## config.mk

```make
export PLATFORM = sky130hd
export DESIGN_NAME = regfile_write_arbiter_flat
export DESIGN_NICKNAME = d
export VERILOG_FILES = /design/src/rtl/regfile_pkg.sv /design/src/rtl/regfile_write_arbiter_if.sv /design/src/rtl/regfile_wr_fifo.sv /design/src/rtl/regfile_write_arbiter.sv /design/src/flat_wrapper.sv
export SDC_FILE = /design/constraint.sdc
export NUM_CORES = 1
export LEC_CHECK = 0
export BUFFER_PORTS_ARGS = -buffer_cell sky130_fd_sc_hd__buf_2
export CORE_ASPECT_RATIO = 0.8
export CORE_MARGIN = 2
export CORE_UTILIZATION = 55
export DETAILED_ROUTE_END_ITERATION = 8
export GPL_TIMING_DRIVEN = 1
export PLACE_DENSITY = 0.78
export SETUP_SLACK_MARGIN = 0.1
export SYNTH_ARGS = -nofsm -noshare
export SYNTH_HDL_FRONTEND = slang
export SYNTH_SLANG_ARGS = --single-unit
```

## constraint.sdc

```tcl
create_clock -name clock -period 2.3 [get_ports clock]
set_clock_uncertainty 0.05 [all_clocks]
set_input_delay 0.46 -clock clock [delete_from_list [all_inputs] [get_ports clock]]
set_output_delay 0.46 -clock clock [all_outputs]
set_load 0.05 [all_outputs]
```

## src/rtl/regfile_pkg.sv

```systemverilog
// Shared definitions for the register-file write arbiter.
//   DEF_DATA_W / DEF_ADDR_W : default write data / register address widths
//   FIFO_DEPTH              : loader buffer depth
//   arb_state_t             : arbiter FSM state
//   ld_entry_t              : buffered loader write {addr, data}
package regfile_pkg;
    localparam int DEF_DATA_W = 32;
    localparam int DEF_ADDR_W = 5;
    localparam int FIFO_DEPTH = 4;

    typedef enum logic {
        WB_PRIO,
        LD_FORCE
    } arb_state_t;

    typedef struct packed {
        logic [DEF_ADDR_W-1:0] addr;
        logic [DEF_DATA_W-1:0] data;
    } ld_entry_t;
endpackage

```

## src/rtl/regfile_write_arbiter_if.sv

```systemverilog
// Request/grant bundle between the two writers, the arbiter and the register file.
//   wb_*       : writeback request (valid/addr/data) and wb_ready
//   ld_*       : loader request (valid/addr/data) and ld_ready
//   rf_*       : registered register-file write port
//   ld_pending : loader FIFO occupancy
// master = requester/register-file side, slave = arbiter.
interface regfile_write_arbiter_if
    import regfile_pkg::*;
#(
    parameter int DATA_W = DEF_DATA_W,
    parameter int ADDR_W = DEF_ADDR_W
) ();
    logic              wb_valid;
    logic [ADDR_W-1:0] wb_addr;
    logic [DATA_W-1:0] wb_data;
    logic              wb_ready;
    logic              ld_valid;
    logic [ADDR_W-1:0] ld_addr;
    logic [DATA_W-1:0] ld_data;
    logic              ld_ready;
    logic [ADDR_W-1:0] rf_write_address;
    logic [DATA_W-1:0] rf_write_data;
    logic              rf_WriteEnable;
    logic [2:0]        ld_pending;

    modport master (
        output wb_valid, wb_addr, wb_data, ld_valid, ld_addr, ld_data,
        input  wb_ready, ld_ready, rf_write_address, rf_write_data,
               rf_WriteEnable, ld_pending
    );

    modport slave (
        input  wb_valid, wb_addr, wb_data, ld_valid, ld_addr, ld_data,
        output wb_ready, ld_ready, rf_write_address, rf_write_data,
               rf_WriteEnable, ld_pending
    );
endinterface

```

## src/rtl/regfile_wr_fifo.sv

```systemverilog
// 4-deep first-in first-out buffer for loader writes.
//   clock, reset (async, active-high) : reset empties the buffer
//   push, push_entry                  : enqueue (ignored when full)
//   pop                               : dequeue (ignored when empty)
//   head                              : oldest entry
//   count, full, empty                : occupancy
module regfile_wr_fifo
    import regfile_pkg::*;
#(
    parameter type entry_t = ld_entry_t
) (
    input  logic       clock,
    input  logic       reset,
    input  logic       push,
    input  entry_t     push_entry,
    input  logic       pop,
    output entry_t     head,
    output logic [2:0] count,
    output logic       full,
    output logic       empty
);
    entry_t     mem [FIFO_DEPTH];
    logic [1:0] wr_ptr, rd_ptr;
    logic       do_push, do_pop;

    assign full    = (count == 3'(FIFO_DEPTH));
    assign empty   = (count == 3'd0);
    assign do_push = push && !full;
    assign do_pop  = pop && !empty;
    assign head    = mem[rd_ptr];

    // Storage needs no reset: the count alone decides what is valid.
    always_ff @(posedge clock) begin
        if (do_push) mem[wr_ptr] <= push_entry;
    end

    always_ff @(posedge clock or posedge reset) begin
        if (reset) begin
            wr_ptr <= '0;
            rd_ptr <= '0;
            count  <= '0;
        end else begin
            if (do_push) wr_ptr <= wr_ptr + 2'd1;
            if (do_pop)  rd_ptr <= rd_ptr + 2'd1;
            case ({do_push, do_pop})
                2'b10:   count <= count + 3'd1;
                2'b01:   count <= count - 3'd1;
                default: count <= count;
            endcase
        end
    end
endmodule

```

## src/rtl/regfile_write_arbiter.sv

```systemverilog
// Arbitrates the register file's single write port between pipeline writeback
// (priority) and a buffered bulk loader. A starvation counter forces one loader
// write after STARVE_LIMIT writeback grants with loader data waiting.
//   clock, reset (async, active-high)
//   bus (slave) : wb_* / ld_* requests, registered rf_* write port, ld_pending
// Optional: define REGFILE_R0_PROTECT_EN to suppress writes to register 0
// (the grant is still consumed and the handshake still completes).
module regfile_write_arbiter
    import regfile_pkg::*;
#(
    parameter int DATA_W       = DEF_DATA_W,
    parameter int ADDR_W       = DEF_ADDR_W,
    parameter int STARVE_LIMIT = 4
) (
    input logic                    clock,
    input logic                    reset,
    regfile_write_arbiter_if.slave bus
);
    typedef struct packed {
        logic [ADDR_W-1:0] addr;
        logic [DATA_W-1:0] data;
    } entry_t;

    arb_state_t        state, state_nxt;
    logic [3:0]        starve, starve_nxt;
    entry_t            ld_in, ld_head;
    logic [2:0]        ld_count;
    logic              fifo_full, fifo_empty;
    logic              push, wb_ready, wb_grant, ld_grant, grant_we;
    logic [ADDR_W-1:0] grant_addr;
    logic [DATA_W-1:0] grant_data;

    assign ld_in         = '{addr: bus.ld_addr, data: bus.ld_data};
    // Registered count only: a pop this cycle never opens the FIFO early.
    assign bus.ld_ready   = (ld_count < 3'(FIFO_DEPTH));
    assign bus.ld_pending = ld_count;
    assign bus.wb_ready   = wb_ready;
    assign push           = bus.ld_valid && bus.ld_ready;

    regfile_wr_fifo #(.entry_t(entry_t)) u_fifo (
        .clock      (clock),
        .reset      (reset),
        .push       (push),
        .push_entry (ld_in),
        .pop        (ld_grant),
        .head       (ld_head),
        .count      (ld_count),
        .full       (fifo_full),
        .empty      (fifo_empty)
    );

    always_comb begin
        state_nxt  = state;
        starve_nxt = starve;
        wb_ready   = 1'b0;
        wb_grant   = 1'b0;
        ld_grant   = 1'b0;
        case (state)
            WB_PRIO: begin
                wb_ready = 1'b1;
                if (bus.wb_valid)     wb_grant = 1'b1;
                else if (!fifo_empty) ld_grant = 1'b1;
            end
            LD_FORCE: begin
                ld_grant  = !fifo_empty;
                state_nxt = WB_PRIO;
            end
            default: state_nxt = WB_PRIO;
        endcase
        // Count only writeback grants that overtook waiting loader data.
        if (ld_grant || fifo_empty) starve_nxt = 4'd0;
        else if (wb_grant)          starve_nxt = starve + 4'd1;
        if (state == WB_PRIO && starve_nxt >= 4'(STARVE_LIMIT)) state_nxt = LD_FORCE;
    end

    assign grant_addr = wb_grant ? bus.wb_addr : ld_head.addr;
    assign grant_data = wb_grant ? bus.wb_data : ld_head.data;

`ifdef REGFILE_R0_PROTECT_EN
    assign grant_we = (wb_grant || ld_grant) && (grant_addr != '0);
`else
    assign grant_we = wb_grant || ld_grant;
`endif

    always_ff @(posedge clock or posedge reset) begin
        if (reset) begin
            state  <= WB_PRIO;
            starve <= 4'd0;
        end else begin
            state  <= state_nxt;
            starve <= starve_nxt;
        end
    end

    // Address/data hold between grants so the register file sees a stable bus.
    always_ff @(posedge clock or posedge reset) begin
        if (reset) begin
            bus.rf_WriteEnable   <= 1'b0;
            bus.rf_write_address <= '0;
            bus.rf_write_data    <= '0;
        end else begin
            bus.rf_WriteEnable <= grant_we;
            if (wb_grant || ld_grant) begin
                bus.rf_write_address <= grant_addr;
                bus.rf_write_data    <= grant_data;
            end
        end
    end
endmodule

```

## src/flat_wrapper.sv

```systemverilog
// flat-port wrapper written by rule: the top's interface ports become plain ports
module regfile_write_arbiter_flat import regfile_pkg::*;
#(
    parameter int DATA_W       = DEF_DATA_W,
    parameter int ADDR_W       = DEF_ADDR_W,
    parameter int STARVE_LIMIT = 4
)
  (clock, reset, bus_wb_valid, bus_wb_addr, bus_wb_data, bus_ld_valid, bus_ld_addr, bus_ld_data, bus_wb_ready, bus_ld_ready, bus_rf_write_address, bus_rf_write_data, bus_rf_WriteEnable, bus_ld_pending);
  regfile_write_arbiter_if #(.DATA_W(DATA_W), .ADDR_W(ADDR_W)) bus_i ();
  input logic clock;
  input logic reset;
  input wire logic [$bits(bus_i.wb_valid)-1:0] bus_wb_valid;
  input wire logic [$bits(bus_i.wb_addr)-1:0] bus_wb_addr;
  input wire logic [$bits(bus_i.wb_data)-1:0] bus_wb_data;
  input wire logic [$bits(bus_i.ld_valid)-1:0] bus_ld_valid;
  input wire logic [$bits(bus_i.ld_addr)-1:0] bus_ld_addr;
  input wire logic [$bits(bus_i.ld_data)-1:0] bus_ld_data;
  output wire logic [$bits(bus_i.wb_ready)-1:0] bus_wb_ready;
  output wire logic [$bits(bus_i.ld_ready)-1:0] bus_ld_ready;
  output wire logic [$bits(bus_i.rf_write_address)-1:0] bus_rf_write_address;
  output wire logic [$bits(bus_i.rf_write_data)-1:0] bus_rf_write_data;
  output wire logic [$bits(bus_i.rf_WriteEnable)-1:0] bus_rf_WriteEnable;
  output wire logic [$bits(bus_i.ld_pending)-1:0] bus_ld_pending;
  assign bus_i.wb_valid = bus_wb_valid;
  assign bus_i.wb_addr = bus_wb_addr;
  assign bus_i.wb_data = bus_wb_data;
  assign bus_i.ld_valid = bus_ld_valid;
  assign bus_i.ld_addr = bus_ld_addr;
  assign bus_i.ld_data = bus_ld_data;
  assign bus_wb_ready = bus_i.wb_ready;
  assign bus_ld_ready = bus_i.ld_ready;
  assign bus_rf_write_address = bus_i.rf_write_address;
  assign bus_rf_write_data = bus_i.rf_write_data;
  assign bus_rf_WriteEnable = bus_i.rf_WriteEnable;
  assign bus_ld_pending = bus_i.ld_pending;
  regfile_write_arbiter #(.DATA_W(DATA_W), .ADDR_W(ADDR_W), .STARVE_LIMIT(STARVE_LIMIT)) u_core (.clock(clock), .reset(reset), .bus(bus_i));
endmodule
```

## Yosys cells after proc, flatten, opt, wreduce, memory -nomap -nowiden

Memory sizes are Yosys's and may differ from the RTL's.
Cells that the tools add are included.

- Memories kept: 1
- RAM bits: 148
- Word-level logic and storage cells: 44
- Output and inout bits: 43
- Input port bits: 78
- Flip-flop bits (word level): 50

- Reduce and logical (&&, ||, !) cells: 10
- Equal/unequal tests: 3
- Order comparisons: 2
- Mux-type cells: 14
- Bitwise operators: 1
- $add $sub $neg: 5

Memory list:

| name | words | width | rd ports | clocked after memory_dff | wr ports | RTL line | RTL |
|---|---|---|---|---|---|---|---|
| u_core.u_fifo.mem | 4 | 37 | 1 | 0 | 1 | regfile_wr_fifo.sv:22 | `entry_t mem [FIFO_DEPTH];` |

Operators by type and width:

| cell | number |
|---|---|
| $mux 32 | 1 |
| $mux 1 | 8 |
| $mux 4 | 2 |
| $pmux 3 s2 | 1 |
| $mux 5 | 1 |
| $add 2x1->2 const B | 2 |
| $add 4x1->4 const B | 1 |
| $ge 4x3->1 const B | 1 |
| $logic_and 1x1->1 | 4 |
| $add 3x1->3 const B | 1 |
| $eq 3x3->1 const B | 1 |
| $logic_not 3->1 | 1 |
| $lt 3x3->1 const B | 1 |
| $sub 3x1->3 const B | 1 |
| $eq 2x1->1 const B | 1 |
| $eq 2x2->1 const B | 1 |
| $logic_not 1->1 | 2 |
| $logic_or 1x1->1 | 2 |
| $pmux 1 s2 | 1 |
| $reduce_bool 2->1 | 1 |
| $not 1->1 | 1 |

## Depth between registers and ports, before layout

- Depth after elaboration: 9
- Depth in mapped cells: 10
- Mapped depth without buffers: 8

## By module

Synthesis repeated with hierarchy kept, for this count alone.

- Cells, all modules: 419
- Area total of the unflattened synthesis: 7822.5 µm²

By module, submodules not included:

| module | sequential area each (µm²) | cells an instance | area each (µm²) | instances |
|---|---|---|---|---|
| regfile_wr_fifo | 4619.4 | 231 | 5759.3 | 1 |
| regfile_write_arbiter | 1076.0 | 188 | 2063.2 | 1 |

## Least setup slack after synthesis

Ideal clock, no wire load.

- Path kind: flip-flop to flip-flop
- From: register u_core.u_fifo.count[2]
- To: memory u_core.u_fifo.mem[0][0] (netlist name) (enable)
- Arrival: 1.928 ns
- Library setup time: 0.398 ns
- Path buffers: 1
- Stages on the path, launching flop included: 4
- Data required time: 1.852 ns
- Path slack: -0.076 ns
- Period minus slack after synthesis: 2.376 ns
- Cell sequence: dfrtp_1 nor2b_1 clkbuf_1 and2_1

- Cells in the longest elaborated chain, start to end: 5
- Elaborated cells on any way between the ends: 7
- Classes of those cells: order compare: 1; eq/ne: 1; mux: 2; reduce/logical: 3

Ends and longest elaborated chain:

| item | RTL line | RTL |
|---|---|---|
| from (decl) | regfile_wr_fifo.sv:18 | `output logic [2:0] count,` |
| from (signal assigned) | regfile_wr_fifo.sv:46 | `2'b10: count <= count + 3'd1;` |
| from (signal assigned) | regfile_wr_fifo.sv:47 | `2'b01: count <= count - 3'd1;` |
| from (signal assigned) | regfile_wr_fifo.sv:48 | `default: count <= count;` |
| $lt 3x3->1 or $eq 3x3->1 (tied branches) | regfile_write_arbiter.sv:35, regfile_wr_fifo.sv:26 |  |
| $logic_and 1x1->1 or $logic_not 1->1 (tied branches) | regfile_write_arbiter.sv:38, regfile_wr_fifo.sv:28 |  |
| $logic_and 1x1->1 * | regfile_wr_fifo.sv:28 | `assign do_push = push && !full;` |
| $mux 1 * | regfile_wr_fifo.sv:34 | `if (do_push) mem[wr_ptr] <= push_entry;` |
| $mux 1 (implied by the code) * | regfile_wr_fifo.sv:34 |  |
| to (decl) | regfile_wr_fifo.sv:22 |  |

Every way passes the cells marked *; elsewhere a longest branch is shown, timed or not.

## Worst setup path after layout

- From: register u_core.state
- To: register u_core.bus.rf_write_data[0]

- Cells in the longest elaborated chain, start to end: 3
- Elaborated cells on any way between the ends: 5
- Classes of those cells: mux: 3; bitwise: 1; reduce/logical: 1

Ends and longest elaborated chain:

| item | RTL line | RTL |
|---|---|---|
| from (decl) | regfile_write_arbiter.sv:24 | `arb_state_t state, state_nxt;` |
| from (signal assigned) | regfile_write_arbiter.sv:90 | `state <= state_nxt;` |
| $not 1->1 | regfile_write_arbiter.sv:58 | `case (state)` |
| $pmux 1 s2 | regfile_write_arbiter.sv:58 |  |
| $logic_or 1x1->1 | regfile_write_arbiter.sv:103 | `if (wb_grant \|\| ld_grant) begin` |
| to (signal assigned) | regfile_write_arbiter.sv:105 | `bus.rf_write_data <= grant_data;` |
| to (decl) | regfile_write_arbiter_if.sv:34 | `output wb_ready, ld_ready, rf_write_address, rf_write_data,` |

Parallel ways exist; a longest one is shown, timed or not.
A chain may end at the register's enable or synchronous reset.

==> summary.md <==
| Metric | Value |
|---|---|
| Initial antenna violation count | `2` |
| GRT Overall Usage | `22.70%` |
| Post-CTS resize count | `0` |
| Setup bufs post-CTS | `0` |
| Outcome | `finished clean` |
| Largest net degree at the start of global routing | `59` |
| Hold Crit Class | `in2async` |
| Worst Tran Pin Value | `1.150 ns` |
| Crit. Startpoint | `u_core.state` |
| Final worst setup slack | `0.3891 ns` |
| Worst vdd ir | `0.7331 mV` |
| # DRC | `0` |
| Avg Cell Area, Syn | `16.04 um^2` |
| Final Max Tran Viols | `0` |
| Area grow syn2layout | `18.17%` |
| Total clock sinks | `198` |
| DR pass1 iterations | `4` |
| Fin nets | `699` |
| DR iter-0 viols | `438` |
| Placed cells | `775` |
| Worst-Skew Late Latency | `0.43 ns` |
| Synth top area cells | `edfxtp_1 57%, dfrtp_1 16%, mux2i_1 5.3%` |
| # H-tree levels | `4` |
| DP HPWL | `10320 um` |
| Internal power | `7.589 mW` |
| Setup TNS | `0 ns` |
| Tot Pwr | `12.09 mW` |
| Critical Path Fanout Max | `20` |
| Pwr Density | `1312 mW/mm^2` |
| Worst R2R Start | `u_core.state` |
| Detail Route Antenna Nets | `0` |
| Share of flip-flops with an asynchronous set or reset | `25.25%` |
| Critical Path AT | `2.17 ns` |
| Drt total wl | `16630 um` |
| Post-synth EDFFs | `148` |
| Cells after Synth | `486` |
| Die Wd | `137.1 um` |
| DIE HEIGHT | `110.5 um` |
| # rows | `38` |
| TritonCTS clock tree | `done` |
| Leakage | `3.593 nW` |
| Synth Warn # | `0` |
| Pre-CTS setup slack | `0.2029 ns` |
| Max-slew headroom | `23.27%` |
| First-pass GRT wire length | `25640 um` |
| Fmax | `0.5233 GHz` |
| Synthesized flop and latch total | `198` |
| Final period util | `83.08%` |
| Fill count | `974` |
| Clock Root Buffer | `clkbuf_16` |
| Sequential share of the synthesized area | `73.07%` |
| Area share of the largest cell type after synthesis | `57.01%` |
| Post-DR wirelength/cell | `20.55 um` |
| Fin. Hold Viols | `0` |
| Die area | `0.01515 mm^2` |
| Max Cap Viol | `0` |
| Boundary Pins | `121` |
| Sequential power share | `41.5%` |
| Worst-path clk slew | `0.07 ns` |
| Combinational power share | `34.6%` |
| Setup violations, final | `0` |
| Post-synthesis cell type count | `30` |
| PortBufs | `120` |
| Final Non-Filler Cells | `809` |
| Synth area leader | `edfxtp_1` |
| GP Congestion | `0.7748` |
| Core ar. | `0.01369 mm^2` |
| Initial Util | `56.93%` |
| Gr ovfl total | `0` |
| Synth Net Count | `571` |
| Net switching power | `4.498 mW` |
| CTS max path bufs | `2` |
| Number of global-route vias before repair | `4856` |
| DR vias | `4701` |
| CP Launch Type | `register` |
| Tmin final | `1.911 ns` |
| Share of post-route cells with drive strength above 1 | `32.38%` |
| Synthesized area | `0.007795 mm^2` |
| Vias per Instance | `5.811` |
| Hold-fix buffers at CTS | `0` |
| Util after Layout | `67.27%` |
| Clk pwr share | `23.9%` |
| Critical Path End Type | `register` |
| Critical path type | `reg2reg` |
| RSZ-0062 raised after global routing | `no` |
| CTS buffer count | `17` |
| CP required | `2.56 ns` |
| Switching Share | `37.21%` |
| Most used flip-flop cell after synthesis | `edfxtp_1` |
metrics by stage:
stage          hold slack [ns]  area (um^2)
6_report               0.02930         9211
3_3_place_gp            0.4163         8627
3_5_place_dp            0.4344         8627
2_1_floorplan           0.4032         7802
4_1_cts                0.04561         9206
5_1_grt                0.06371         9209
logic make-up (layout without fill, tap and decap cells):
family,Yosys count,in the layout,synth area share [%]
DFF,198,198,73.07
AOI/OAI and AO/OA,96,96,7.496
and+or+nand+nor,78,78,4.205
muxes,58,58,10.18
buffers and inverters,40,181,2.825
xor gates and xnor gates,9,9,1.011
adders and majority gates,7,7,1.220
other,0,2,0
synth_stat cells (2+ instances only):
library cell / number
edfxtp_1: 148
a21oi_1: 74
dfrtp_1: 50
nor2_1: 43
mux2i_1: 41
nand2_1: 22
a221o_1: 20
mux4_2: 17
buf_2: 10
clkbuf_1: 9
buf_4: 8
inv_1: 8
ha_1: 6
xnor2_1: 5
and2_1: 4
xor2_1: 4
buf_1: 2
nand3_1: 2
nor2b_1: 2
placed cells by master (no fill, tap or decap), drive strengths merged:
master and count:
nor3 2, nor2 43, nor2b 2, ha 6
dfrtp 50, diode 2, buf 140, clkinv 5
xnor2 5, inv 15, mux2i 41, a21oi 74
and2 5, mux4 17, nand2b 1, a221o 20
bufinv 1, nand3 2, clkbuf 18, o21ai 1
a311oi 1, clkinvlp 2, nand2 22, fa 1
edfxtp 148, xor2 4, and3 1
layer usage:
| layer | wire, um | track usage [%] | vias up |
|---|---|---|---|
| li1 | - | - | 2099 |
| met1 | 6900 | 29.67 | 2379 |
| met2 | 8257 | 37.51 | 194 |
| met3 | 1138 | 5.372 | 29 |
| met4 | 329 | 7.491 | 0 |
| met5 | 0 | 0 | - |
cell type report:
type / instances / area (um^2) / area share, %
tap: 180 / 225.2 / 2.445
clock inverter: 14 / 140.1 / 1.521
antenna: 2 / 5.005 / 0.05433
clock buffer: 18 / 439.2 / 4.768
timing repair buffer: 140 / 763.2 / 8.286
sequential: 198 / 5702 / 61.90
multi-input combinational: 248 / 1903 / 20.66
inverter: 9 / 33.78 / 0.3667
worst max-delay path, cell delays in order (launching register included):
cell     delay, ns
dfrtp_1       0.42
nor2b_4       0.07
nor2_2        0.86
a221o_1       0.29
a21oi_1       0.08
state kept, by name, summed over array words and instances (netlist names):
name and cells:
u_core.bus.rf_WriteEnable 1, u_core.bus.rf_write_address 5, u_core.bus.rf_write_data 32, u_core.starve 4
u_core.state 1, u_core.u_fifo.count 3, u_core.u_fifo.mem 148, u_core.u_fifo.rd_ptr 2
u_core.u_fifo.wr_ptr 2
path summary, 6_finish.rpt:
check	cells past startpoint	endpoint	slack, ns
worst max-delay path	4	u_core.bus.rf_write_data[0]	0.39
worst min-delay path	2	u_core.bus.rf_write_data[12]	0.03
worst max register to register	4	u_core.bus.rf_write_data[0]	0.39
min in group clock	1	u_core.u_fifo.mem[2][28]	0.19
max in group asynchronous	3	u_core.bus.rf_write_data[4]	1.49
worst min register to register	1	u_core.starve[0]	0.44
power groups by stage:
stage | logic [mW] | clock network (mW) | registers [mW]
final | 4.18 | 2.89 | 5.02
after global routing | 4.48 | 3.06 | 5.08
after CTS | 4.21 | 2.92 | 5.02
after detailed placement | 4.19 | 0 | 5.08
after global placement | 4.08 | 0 | 5.04
after floorplan | 2.27 | 0 | 5.95
Note: power is estimated with default switching activity, not from simulation.
